==> src/rtl/ace_ccu_sched.sv <==
// Round-robin scheduler for the shared CCU path: one ACE transaction at a time,
// grant held until the final R/B handshake, plus busy flag, counter and watchdog.
module ace_ccu_sched #(
  parameter int unsigned NoSlvPorts    = 4,
  parameter int unsigned TimeoutCycles = 1024,
  parameter int unsigned CntWidth      = 16,
  localparam int unsigned IdxWidth =
    (NoSlvPorts > 1) ? $clog2(NoSlvPorts) : 1
) (
  input  logic                  clk_i,
  input  logic                  rst_i,
  input  logic [NoSlvPorts-1:0] req_valid_i,
  input  logic [NoSlvPorts-1:0] req_is_write_i,
  input  logic                  ccu_ax_hs_i,
  input  logic                  ccu_w_last_hs_i,
  input  logic                  ccu_r_last_hs_i,
  input  logic                  ccu_b_hs_i,
  output logic [NoSlvPorts-1:0] gnt_o,
  output logic [IdxWidth-1:0]   gnt_idx_o,
  output logic                  busy_o,
  output logic [CntWidth-1:0]   txn_cnt_o,
  output logic                  timeout_o
);

  localparam int unsigned WdW =
    (TimeoutCycles > 0) ? $clog2(TimeoutCycles + 1) : 1;
  localparam logic [WdW-1:0] WdMax = WdW'(TimeoutCycles);
  localparam logic [IdxWidth-1:0] LastIdx = IdxWidth'(NoSlvPorts - 1);

  typedef enum logic [2:0] {
    IDLE, ADDR, RDATA, WDATA, BRESP
  } state_t;

  state_t              state, state_nxt;
  logic [IdxWidth-1:0] rr_ptr;
  logic                is_wr;
  logic                w_done, w_done_nxt;
  logic [WdW-1:0]      wdog, wdog_nxt;
  logic                found;
  logic [IdxWidth-1:0] win, idx;
  logic                hs, done;

  // Scan from rr_ptr upwards, wrapping; first requester wins.
  always_comb begin
    found = 1'b0;
    win   = '0;
    idx   = '0;
    for (int unsigned k = 0; k < NoSlvPorts; k++) begin
      idx = IdxWidth'((32'(rr_ptr) + k) % NoSlvPorts);
      if (!found && req_valid_i[idx]) begin
        found = 1'b1;
        win   = idx;
      end
    end
  end

  always_comb begin
    state_nxt  = state;
    w_done_nxt = w_done;
    hs         = 1'b0;
    done       = 1'b0;
    unique case (state)
      IDLE: if (found) state_nxt = ADDR;
      ADDR: begin
        if (ccu_ax_hs_i) begin
          hs = 1'b1;
          if (!is_wr)
            state_nxt = RDATA;
          else if (w_done || ccu_w_last_hs_i)
            state_nxt = BRESP;
          else
            state_nxt = WDATA;
        end else if (is_wr && ccu_w_last_hs_i) begin
          hs         = 1'b1;
          w_done_nxt = 1'b1;
        end
      end
      WDATA: if (ccu_w_last_hs_i) begin
        hs        = 1'b1;
        state_nxt = BRESP;
      end
      RDATA: if (ccu_r_last_hs_i) begin
        hs        = 1'b1;
        done      = 1'b1;
        state_nxt = IDLE;
      end
      BRESP: if (ccu_b_hs_i) begin
        hs        = 1'b1;
        done      = 1'b1;
        state_nxt = IDLE;
      end
      default: state_nxt = IDLE;
    endcase
  end

  // Watchdog counts stalled busy cycles and saturates at the limit.
  always_comb begin
    wdog_nxt = wdog;
    if (TimeoutCycles == 0 || state_nxt == IDLE || hs)
      wdog_nxt = '0;
    else if (state != IDLE && wdog != WdMax)
      wdog_nxt = wdog + 1'b1;
  end

  always_ff @(posedge clk_i) begin
    if (rst_i) begin
      state     <= IDLE;
      rr_ptr    <= '0;
      is_wr     <= 1'b0;
      w_done    <= 1'b0;
      wdog      <= '0;
      gnt_o     <= '0;
      gnt_idx_o <= '0;
      busy_o    <= 1'b0;
      txn_cnt_o <= '0;
      timeout_o <= 1'b0;
    end else begin
      state     <= state_nxt;
      w_done    <= done ? 1'b0 : w_done_nxt;
      wdog      <= wdog_nxt;
      busy_o    <= (state_nxt != IDLE);
      timeout_o <= (TimeoutCycles != 0) && (wdog_nxt == WdMax) &&
                   (state_nxt != IDLE);
      if (state == IDLE && found) begin
        gnt_idx_o <= win;
        is_wr     <= req_is_write_i[win];
        gnt_o     <= NoSlvPorts'(1) << win;
      end
      if (done) begin
        gnt_o     <= '0;
        txn_cnt_o <= txn_cnt_o + 1'b1;
        rr_ptr    <= (gnt_idx_o == LastIdx) ? '0 : gnt_idx_o + 1'b1;
      end
    end
  end

endmodule

==> config.mk <==
export PLATFORM = sky130hd
export DESIGN_NAME = ace_ccu_sched
export DESIGN_NICKNAME = d
export VERILOG_FILES = /design/src/rtl/ace_ccu_sched.sv
export SDC_FILE = /design/constraint.sdc
export NUM_CORES = 1
export LEC_CHECK = 0
export BUFFER_PORTS_ARGS = -buffer_cell sky130_fd_sc_hd__clkbuf_2
export CORE_UTILIZATION = 25
export DETAILED_ROUTE_END_ITERATION = 8
export GPL_ROUTABILITY_DRIVEN = 0
export GPL_TIMING_DRIVEN = 0
export HOLD_SLACK_MARGIN = 0.12
export PLACE_DENSITY = 0.48
export SLEW_MARGIN = 20
export SYNTH_ARGS = -nofsm -noshare
export SYNTH_HDL_FRONTEND = slang
export SYNTH_SLANG_ARGS = --single-unit
==> constraint.sdc <==
create_clock -name clk_i -period 4.6 [get_ports clk_i]
set_clock_uncertainty 0.05 [all_clocks]
set_input_delay 0.23 -clock clk_i [delete_from_list [all_inputs] [get_ports clk_i]]
set_output_delay 0.23 -clock clk_i [all_outputs]
set_load 0.05 [all_outputs]
==> results.sh <==
export IMPL_synth_avg_cell_area_um2=8.534
export IMPL_cts_buffer_depth=2
export IMPL_p_leak_nw=1.005
export IMPL_drc_errors=0
export IMPL_post_dp_cell_area_um2=2454
export IMPL_ys_async_sr_fraction_pct=0
export IMPL_syn_to_final_growth_pct=18.75
export IMPL_cp_start_kind="register"
export IMPL_die_area_um2=8943
export IMPL_grt_pass1_vias=1637
export IMPL_synth_ff_type="dfxtp_1"
export IMPL_fill_cells=921
export IMPL_place_hpwl_mm=3.561
export IMPL_criticalPathCategory="reg -> reg"
export IMPL_relSlewSlack_pct=54.36
export IMPL_overflow=0
export IMPL_worst_setup_path_end_kind="register"
export IMPL_antenna_left=0
export IMPL_syn_inst=251
export IMPL_grt_use_total_pct=11.26
export IMPL_grt_setup_unrepaired="no"
export IMPL_cts_root_buf="clkbuf_8"
export IMPL_arrival_ns=2.30
export IMPL_utilization_pct=30.80
export IMPL_cts_setup_buffers=0
export IMPL_clk_latency_ns=0.30
export IMPL_clkSinkCount=42
export IMPL_dr_pass1_iters=4
export IMPL_cts_resized=0
export IMPL_maxSlewViolCount=0
export IMPL_worstPathMaxFanout=10
export IMPL_vias=1812
export IMPL_grt_start_max_net_pins=15
export IMPL_synth_edf_count=0
export IMPL_io_buffers=36
export IMPL_crit_buf_inv=1
export IMPL_setup_viol=0
export IMPL_hold_buffers=0
export IMPL_synth_common_cells="nor2_1 (48), dfxtp_1 (42), a21oi_1 (19)"
export IMPL_post_place_ws_ns=2.454
export IMPL_synthesis_nets=269
export IMPL_cts_tree="yes"
export IMPL_synth_distinct_cells=48
export IMPL_min_period_ns=2.106
export IMPL_final_area_um2=2544
export IMPL_wl_per_cell_um=11.95
export IMPL_drive_above_1_share_pct=21.02
export IMPL_clk_pin_slew_ns=0.09
export IMPL_synth_most_common_cell="nor2_1"
export IMPL_synth_seq_cells=42
export IMPL_outcome="finished, final reports clean"
export IMPL_crit_path_top_delay_cell="dfxtp_1"
export IMPL_drt_wl_total_mm=4.780
export IMPL_via_per_inst=4.530
export IMPL_grt_antenna_before_repair=0
export IMPL_tns_ns=0
export IMPL_chipWidth_um=94.57
export IMPL_nets=312
export IMPL_ios=38
export IMPL_seq_area_frac_synth_pct=39.25
export IMPL_timing_final_hold_violations=0
export IMPL_drt_initial_drc_count=83
export IMPL_grt_pass1_wl_mm=7.824
export IMPL_synth_area_leaders="dfxtp_1 (39%), nor2_1 (8.4%), xnor2_1 (4.9%)"
export IMPL_maxCapViolations=0
export IMPL_cts_htree_levels=2
export IMPL_yosysTopAreaCellShare_pct=39.25
export IMPL_required_ns=4.79
export IMPL_min_delay_path_class="in -> reg"
export IMPL_holdWs_ns=0.2082
export IMPL_period_share_pct=45.78
export IMPL_core_area_um2=8258
export IMPL_die_height_um=94.57
export IMPL_start_util_pct=25.94
export IMPL_netlist_area_um2=2142
export IMPL_fin_ws_ns=2.494
export IMPL_yosys_area_top_type="dfxtp_1"
export IMPL_cp_top_family="simple AND/OR/NAND/NOR gates"
export IMPL_rows=33
export IMPL_cts_buffers=5
export IMPL_worstMarginPinSlew_ns=0.6793
export IMPL_irDropWorstVdd_v=0.0001088
export IMPL_clock_fmax_mhz=474.9
export IMPL_path_cells="buf_4, nor3_2, nor2_1, nand3_1, xnor2_1, a2111oi_2, o311a_1"
export IMPL_ys_warn_count=0
export IMPL_slowest_delay_ns=0.41
export IMPL_p_per_area_nw_per_um2=301.3
export IMPL_n_antenna_cell=0
==> per-layer routing <==
metal | global-route usage [%] | wire [um] | vias to the layer above
li1 | - | - | 957
met3 | 2.415 | 192 | 4
met4 | 3.409 | 51 | 0
met2 | 17.03 | 2114 | 36
met5 | 0 | 0 | -
met1 | 15.92 | 2420 | 815
==> registers in the layout, summed over array words and instances, names as in the netlist <==
register and flops:
txn_cnt_o 16, wdog 11, gnt_o 4, state 3, gnt_idx_o 2, rr_ptr 2
busy_o 1, is_wr 1, timeout_o 1, w_done 1
==> tightest hold or removal path, cell delays in order <==
cell,delay (ns)
clkbuf_2,0.09
nor4b_1,0.05
nor2_1,0.10
nor2_1,0.05
==> path summary, 6_finish.rpt <==
check	start	end	slack, ns	depth (start not counted)
worst min register to register	gnt_o[1]	gnt_o[1]	0.41	2
worst max register to register	state[1]	timeout_o	2.49	7
worst max-delay path	state[1]	timeout_o	2.49	7
worst min-delay path	ccu_b_hs_i	state[2]	0.21	4
==> per-stage QoR <==
step	cells	total power, mW
2_1_floorplan	251	0.4959
3_3_place_gp	392	0.5320
3_5_place_dp	392	0.5317
4_1_cts	400	0.7822
5_1_grt	400	0.8076
6_report	400	0.7665
==> logic make-up (layout without fill, tap and decap cells) <==
| group | after synthesis | after routing | synth area share (%) |
|---|---|---|---|
| simple gates | 119 | 119 | 28.68 |
| compound gates | 41 | 41 | 12.79 |
| fa+ha+maj | 4 | 4 | 2.337 |
| mux | 8 | 8 | 4.381 |
| buf+inv | 13 | 57 | 2.745 |
| flops | 42 | 42 | 39.25 |
| xor+xnor | 24 | 24 | 9.813 |
==> layout make-up <==
cell class	count	area, um2	share of cell area, %
multi-input combinational	196	1242	48.84
sequential	42	840.8	33.05
timing repair buffer	36	180.2	7.083
tap	105	131.4	5.165
clock buffer	5	68.82	2.705
buffer	9	43.79	1.722
clock inverter	3	21.27	0.8362
inverter	4	15.01	0.5903
==> report_power, final <==
group | switching (mW) | total, mW | internal [mW]
combinational | 0.0875 | 0.137 | 0.0492
sequential | 0.00978 | 0.385 | 0.375
clock | 0.138 | 0.245 | 0.107
==> layout by cell type (no fill, tap or decap), drive strengths merged, types with 3 or more instances in the layout <==
master	synthesis	final
nor2	48	48
clkbuf	5	46
dfxtp	42	42
a21oi	21	21
nand2	18	18
xnor2	12	12
xor2	12	12
or3	9	9
and3	9	9
mux2i	6	6
o21ai	6	6
nand4	5	5
nor3	5	5
nand2b	4	4
nor2b	4	4
nand3	4	4
ha	4	4
inv	4	4
buf	4	4
or2	3	3
nand3b	3	3
Note: power is estimated with default switching activity, not from simulation.
